===== src/rtl/cpu_clock_controller_if.sv =====
// Button, breakpoint, divider-load and clock-enable signals shared between the
// execution controller (slave) and whatever drives its buttons (master).
interface cpu_clock_controller_if #(
  parameter int DIV_WIDTH = 26
);
  logic                 run_req;
  logic                 halt_req;
  logic                 step_req;
  logic                 div_load;
  logic [DIV_WIDTH-1:0] div_value;
  logic                 brk;
  logic                 cpu_en;
  logic                 clk_out;
  logic [1:0]           state;
  logic [15:0]          tick_count;

  modport master (
    output run_req, halt_req, step_req, div_load, div_value, brk,
    input  cpu_en, clk_out, state, tick_count
  );

  modport slave (
    input  run_req, halt_req, step_req, div_load, div_value, brk,
    output cpu_en, clk_out, state, tick_count
  );
endinterface


===== src/rtl/cpu_clock_controller.sv =====
// Run/halt/single-step controller producing a one-cycle cpu_en pulse at a programmable rate.
// Define STEP_DEBOUNCE_EN to add a DEBOUNCE_CYCLES stability filter on every button.
module cpu_clock_controller #(
  parameter int INPUT_FREQUENCY  = 50_000_000,
  parameter int OUTPUT_FREQUENCY = 1,
  parameter int DIV_WIDTH        = $clog2(INPUT_FREQUENCY),
  parameter int DEBOUNCE_CYCLES  = 1_000_000
) (
  input  logic                  clk_in,
  input  logic                  reset,
  cpu_clock_controller_if.slave bus
);

  localparam logic [DIV_WIDTH-1:0] DEFAULT_DIV =
    DIV_WIDTH'(INPUT_FREQUENCY / OUTPUT_FREQUENCY - 1);

  typedef enum logic [1:0] {
    ST_HALT = 2'd0,
    ST_RUN  = 2'd1,
    ST_STEP = 2'd2
  } state_t;

  // Button bit order everywhere below: [0] run, [1] halt, [2] step.
  logic [2:0] btn_raw;
  logic [2:0] sync1_q, sync1_d;
  logic [2:0] sync2_q, sync2_d;
  logic [2:0] level;
  logic [2:0] prev_q, prev_d;
  logic [2:0] btn_edge;
  logic       run_edge, halt_edge, step_edge;

  assign btn_raw = {bus.step_req, bus.halt_req, bus.run_req};

`ifdef STEP_DEBOUNCE_EN
  localparam int DEB_W = (DEBOUNCE_CYCLES > 1) ? $clog2(DEBOUNCE_CYCLES) : 1;
  localparam logic [DEB_W-1:0] DEB_LAST = DEB_W'(DEBOUNCE_CYCLES - 1);

  logic [2:0]       deb_q, deb_d;
  logic [DEB_W-1:0] deb_cnt_q [3];
  logic [DEB_W-1:0] deb_cnt_d [3];

  // A button's filtered level only flips after the synchronized level has
  // disagreed with it for DEBOUNCE_CYCLES consecutive cycles.
  always_comb begin
    deb_d = deb_q;
    for (int i = 0; i < 3; i++) begin
      deb_cnt_d[i] = '0;
      if (sync2_q[i] != deb_q[i]) begin
        if (deb_cnt_q[i] == DEB_LAST) begin
          deb_d[i] = sync2_q[i];
        end else begin
          deb_cnt_d[i] = deb_cnt_q[i] + DEB_W'(1);
        end
      end
    end
  end

  always_ff @(posedge clk_in or posedge reset) begin
    if (reset) begin
      deb_q <= '0;
      for (int i = 0; i < 3; i++) begin
        deb_cnt_q[i] <= '0;
      end
    end else begin
      deb_q <= deb_d;
      for (int i = 0; i < 3; i++) begin
        deb_cnt_q[i] <= deb_cnt_d[i];
      end
    end
  end

  assign level = deb_q;
`else
  assign level = sync2_q;
`endif

  always_comb begin
    sync1_d = btn_raw;
    sync2_d = sync1_q;
    prev_d  = level;
  end

  always_ff @(posedge clk_in or posedge reset) begin
    if (reset) begin
      sync1_q <= '0;
      sync2_q <= '0;
      prev_q  <= '0;
    end else begin
      sync1_q <= sync1_d;
      sync2_q <= sync2_d;
      prev_q  <= prev_d;
    end
  end

  assign btn_edge  = level & ~prev_q;
  assign run_edge  = btn_edge[0];
  assign halt_edge = btn_edge[1];
  assign step_edge = btn_edge[2];

  state_t               state_q, state_d;
  logic [DIV_WIDTH-1:0] div_reg_q, div_reg_d;
  logic [DIV_WIDTH-1:0] counter_q, counter_d;
  logic                 cpu_en_q, cpu_en_d;
  logic                 clk_out_q, clk_out_d;
  logic [15:0]          tick_count_q, tick_count_d;
  logic                 terminal;

  assign terminal = (counter_q == div_reg_q);

  // A halt edge or a breakpoint seen during a pulse beats any terminal count,
  // so halting never lets one more pulse slip out.
  always_comb begin
    state_d   = state_q;
    div_reg_d = div_reg_q;
    counter_d = counter_q;
    cpu_en_d  = 1'b0;
    unique case (state_q)
      ST_HALT: begin
        counter_d = '0;
        if (!halt_edge) begin
          if (step_edge) begin
            state_d  = ST_STEP;
            cpu_en_d = 1'b1;
          end else if (run_edge) begin
            state_d = ST_RUN;
          end
        end
      end
      ST_STEP: begin
        counter_d = '0;
        state_d   = ST_HALT;
      end
      ST_RUN: begin
        if (halt_edge || (bus.brk && cpu_en_q)) begin
          state_d   = ST_HALT;
          counter_d = '0;
        end else if (terminal) begin
          counter_d = '0;
          cpu_en_d  = 1'b1;
        end else begin
          counter_d = counter_q + DIV_WIDTH'(1);
        end
      end
      default: begin
        state_d   = ST_HALT;
        counter_d = '0;
      end
    endcase

    if (bus.div_load) begin
      div_reg_d = bus.div_value;
      counter_d = '0;
    end

    clk_out_d    = clk_out_q ^ cpu_en_d;
    tick_count_d = tick_count_q + 16'(cpu_en_d);
  end

  always_ff @(posedge clk_in or posedge reset) begin
    if (reset) begin
      state_q      <= ST_HALT;
      div_reg_q    <= DEFAULT_DIV;
      counter_q    <= '0;
      cpu_en_q     <= 1'b0;
      clk_out_q    <= 1'b0;
      tick_count_q <= '0;
    end else begin
      state_q      <= state_d;
      div_reg_q    <= div_reg_d;
      counter_q    <= counter_d;
      cpu_en_q     <= cpu_en_d;
      clk_out_q    <= clk_out_d;
      tick_count_q <= tick_count_d;
    end
  end

  assign bus.cpu_en     = cpu_en_q;
  assign bus.clk_out    = clk_out_q;
  assign bus.state      = state_q;
  assign bus.tick_count = tick_count_q;

endmodule


===== src/flat_wrapper.sv =====
// flat-port wrapper written by rule: the top's interface ports become plain ports
module cpu_clock_controller_flat 
#(
  parameter int INPUT_FREQUENCY  = 50_000_000,
  parameter int OUTPUT_FREQUENCY = 1,
  parameter int DIV_WIDTH        = $clog2(INPUT_FREQUENCY),
  parameter int DEBOUNCE_CYCLES  = 1_000_000
)
  (clk_in, reset, bus_run_req, bus_halt_req, bus_step_req, bus_div_load, bus_div_value, bus_brk, bus_cpu_en, bus_clk_out, bus_state, bus_tick_count);
  cpu_clock_controller_if #(.DIV_WIDTH(DIV_WIDTH)) bus_i ();
  input  logic clk_in;
  input  logic reset;
  input wire logic [$bits(bus_i.run_req)-1:0] bus_run_req;
  input wire logic [$bits(bus_i.halt_req)-1:0] bus_halt_req;
  input wire logic [$bits(bus_i.step_req)-1:0] bus_step_req;
  input wire logic [$bits(bus_i.div_load)-1:0] bus_div_load;
  input wire logic [$bits(bus_i.div_value)-1:0] bus_div_value;
  input wire logic [$bits(bus_i.brk)-1:0] bus_brk;
  output wire logic [$bits(bus_i.cpu_en)-1:0] bus_cpu_en;
  output wire logic [$bits(bus_i.clk_out)-1:0] bus_clk_out;
  output wire logic [$bits(bus_i.state)-1:0] bus_state;
  output wire logic [$bits(bus_i.tick_count)-1:0] bus_tick_count;
  assign bus_i.run_req = bus_run_req;
  assign bus_i.halt_req = bus_halt_req;
  assign bus_i.step_req = bus_step_req;
  assign bus_i.div_load = bus_div_load;
  assign bus_i.div_value = bus_div_value;
  assign bus_i.brk = bus_brk;
  assign bus_cpu_en = bus_i.cpu_en;
  assign bus_clk_out = bus_i.clk_out;
  assign bus_state = bus_i.state;
  assign bus_tick_count = bus_i.tick_count;
  cpu_clock_controller #(.INPUT_FREQUENCY(INPUT_FREQUENCY), .OUTPUT_FREQUENCY(OUTPUT_FREQUENCY), .DIV_WIDTH(DIV_WIDTH), .DEBOUNCE_CYCLES(DEBOUNCE_CYCLES)) u_core (.clk_in(clk_in), .reset(reset), .bus(bus_i));
endmodule

===== config.mk =====
export PLATFORM = sky130hd
export DESIGN_NAME = cpu_clock_controller_flat
export DESIGN_NICKNAME = d
export VERILOG_FILES = /design/src/rtl/cpu_clock_controller_if.sv /design/src/rtl/cpu_clock_controller.sv /design/src/flat_wrapper.sv
export SDC_FILE = /design/constraint.sdc
export NUM_CORES = 1
export LEC_CHECK = 0
export CORE_ASPECT_RATIO = 2
export CORE_UTILIZATION = 58
export DETAILED_ROUTE_END_ITERATION = 10
export PLACE_DENSITY = 0.83
export SLEW_MARGIN = 30
export SYNTH_ARGS = -nofsm -noshare
export SYNTH_HDL_FRONTEND = slang
export SYNTH_SLANG_ARGS = --single-unit

===== constraint.sdc =====
create_clock -name clk_in -period 7.8 [get_ports clk_in]
set_input_delay 1.56 -clock clk_in [delete_from_list [all_inputs] [get_ports clk_in]]
set_output_delay 1.56 -clock clk_in [all_outputs]
set_load 0.03 [all_outputs]

==> reports/qor.json <==
{
  "floorplan": {
    "io-pin-count": 53,
    "core_region_area_sq_um": 6010,
    "effective_utilization_at_floorplan_pct": 60.6,
    "die_width_um": 58.0,
    "fp-row-count": 40,
    "design.die.area_sq_um": 6610,
    "chipHeight_um": 114
  },
  "timing": {
    "finalClockSkew_ps": 3.27,
    "tightest_pin_transition_ps": 865,
    "hold_viol_final": 0,
    "drv_slew": 0,
    "finalSetupTns_ps": 0,
    "rsz0062_at_grt": "false",
    "timing.fmax_mhz": 282,
    "setup_viol_count_final": 0,
    "timing.slew.headroom_pct": 42.3,
    "final_period_minus_worst_setup_slack_ps": 3550,
    "timing.final.crit_share_pct": 45.5,
    "finalWorstSetupSlack_ps": 4250
  },
  "cts": {
    "worst_setup_hold_path_clk_slew_ps": 60,
    "post_cts_resized": 0,
    "cts_tree": "done",
    "cts-buffers-inserted": 9,
    "maximum_root_to_sink_buffer_count": 2,
    "numClockSinks": 81,
    "postCtsSetupBuffers": 0,
    "cts_h_tree_lvls": 3,
    "cts.hold.buffers_added": 0,
    "clk-insertion-delay-late_ps": 340,
    "clk_root_buffer_cell": "clkbuf_16"
  },
  "drt": {
    "route.vias.total": 2342,
    "routedWlPerCell_um": 17.1,
    "detail-route-antenna-nets": 0,
    "finalWirelength_um": 7180,
    "drt-vias-per-instance": 5.58,
    "first_pass_iters": 9,
    "drt_iter0_drcs": 81,
    "drcViolationCount": 4
  },
  "setup_path": {
    "worst-r2r-setup-slack_ps": 5320,
    "r2r_start": "u_core.div_reg_q[12]",
    "req_time_crit_path_ps": 8020,
    "worstSetupPathType": "input port to flop",
    "startpoint_types": "input port",
    "worstSetupStartpoint": "bus_brk",
    "arrival_ps": 3770,
    "timing.critical_path.to_type": "flop",
    "crit_fanout": 7
  },
  "yosys": {
    "synth-edff-count": 0,
    "synth_cell_types": 34,
    "yosys.area.top_type_share_pct": 43.3,
    "synth_area_leader_cell": "dfrtp_1",
    "seq_area_frac_synth_pct": 56.3,
    "post_synth.cell_area_avg_sq_um": 12.2,
    "most_frequently_used_flop_master_after_synthesis": "dfrtp_1",
    "syn-num-nets": 336,
    "synth_async_sr_flop_share_pct": 100,
    "synthesis.area_sq_um": 3640,
    "synth-seq-cells": 81,
    "syn_warnings": 0,
    "synth_cells": 299,
    "synth_area_leaders": "dfrtp_1 (43%), dfstp_2 (13%), xnor2_1 (13%)"
  },
  "global_routing": {
    "global_route.overflow_total": 0,
    "global_route.usage.total_pct": 25.0,
    "grt_pass1_wl_um": 11900,
    "antenna_violations_before_repair": 0,
    "number_of_global_route_vias_before_repair": 2507,
    "maximum_number_of_pins_on_one_net_before_global_route_repair": 82
  },
  "cells_and_area": {
    "finish.net_count": 389,
    "antenna-diode-count": 0,
    "layout.cell_area.non_filler_sq_um": 4560,
    "layout.core_utilization_pct": 75.9,
    "syn_to_final_growth_pct": 25.2,
    "fraction_of_final_layout_cells_with_drive_strength_greater_than_1_pct": 19.3
  },
  "min_path": {
    "min_path_type": "flop to flop",
    "hp-start": "u_core.sync1_q[2]"
  },
  "power_and_ir_drop": {
    "areal_power_density_over_the_cells_nw_per_um2": 252,
    "power.leakage_nw": 1.82,
    "max-vdd-ir-drop_mv": 0.249
  },
  "run_status": {
    "violated_checks": "design-rule violations",
    "status": "finished with violations"
  },
  "placement": {
    "gpl.final_weighted_congestion": 0.769,
    "place_area_sq_um": 4190,
    "pre_cts_ws_ps": 3920,
    "io_buffers": 52,
    "dpl.hpwl_um": 4820
  },
  "flow_run": {
    "max_cap_violations": 0
  }
}
==> Yosys cell counts, types with 3 or more instances <==
library cell / instances
nor2_1: 32
dfstp_2: 18
and2_1: 3
nand4_1: 11
xnor2_1: 54
clkbuf_1: 5
and4_1: 4
buf_2: 3
inv_1: 6
xor2_1: 10
dfrtp_1: 63
mux2_2: 26
nand2_1: 12
ha_1: 4
and3_1: 5
nor3_1: 6
nand3_1: 14
==> metrics by stage <==
stage | total power, mW | hold WS, ps | instances
detailed placement | 0.644 | 335 | 404
global route | 1.19 | 356 | 420
finish | 1.15 | 346 | 420
floorplan | 0.577 | 331 | 299
global placement | 0.640 | 335 | 404
CTS | 1.16 | 348 | 420
==> worst max-delay path, stage by stage <==
cell and delay [ps]:
clkdlybuf4s50_1 400, a21bo_2 210, a211o_1 260, nor4_1 310
a21o_1 240, ha_1 170, ha_1 320, nand3_1 150
xnor2_1 150
==> cells by family after synthesis <==
| family | synth area share, % |
|---|---|
| compound gates | 1.65 |
| xor+xnor | 15.4 |
| fa+ha+maj | 1.38 |
| buf+inv | 2.48 |
| flops | 56.3 |
| mux | 8.05 |
| simple gates | 14.7 |
==> layout make-up <==
class                           instances  area (sq um)
Sequential cell                        81          2050
Timing Repair Buffer                   54           539
Multi-Input combinational cell        200          1500
Fill cell                             393          1450
Clock inverter                          7           143
Clock buffer                            9           225
Tap cell                               63          78.8
Inverter                                6          22.5
==> final timing paths <==
check                                       endpoint  cells past startpoint
max                         u_core.bus.tick_count[4]                      9
min                                  u_core.level[2]                      0
max reg2reg                 u_core.bus.tick_count[4]                      8
min reg2reg                          u_core.level[2]                      0
max in group asynchronous  u_core.bus.tick_count[11]                      3
min in group asynchronous            u_core.level[1]                      3
==> flip-flops by register name (all words and copies together), names as in the netlist <==
| signal | flops |
|---|---|
| u_core.counter_q | 26 |
| u_core.div_reg_q | 26 |
| u_core.bus.tick_count | 16 |
| u_core.level | 3 |
| u_core.prev_q | 3 |
| u_core.sync1_q | 3 |
| u_core.bus.state | 2 |
| u_core.bus.clk_out | 1 |
| u_core.bus.cpu_en | 1 |
==> power by group <==
group	switching, mW	internal, mW	leakage (nW)
Combinational	0.0744	0.0728	0.635
Sequential	0.0302	0.460	1.02
Clock	0.164	0.345	0.168
==> per-layer routing <==
metal,vias to the layer above,routed length (um),track usage [%]
li1,1111,-,-
met1,1172,2580,26.7
met2,49,4190,45.0
met3,10,266,5.33
met4,0,147,12.1
met5,-,0,0
==> placed cells by master, fill, tap and decap left out, drive strengths merged <==
cell type / count
nand3b: 1
nand2: 12
clkbuf: 9
nand2b: 2
and4: 4
or3: 1
o21ai: 1
a21oi: 1
inv: 6
and3: 5
o31ai: 1
nor2: 32
clkdlybuf4s50: 52
a21bo: 1
mux2: 26
dfstp: 18
and2: 3
bufinv: 4
xnor2: 54
nor3: 7
a211o: 2
clkinvlp: 3
nand3: 14
dfrtp: 63
nor4: 3
nand4: 14
a21o: 2
ha: 4
buf: 2
xor2: 10
Note: power is estimated with default switching activity, not from simulation.
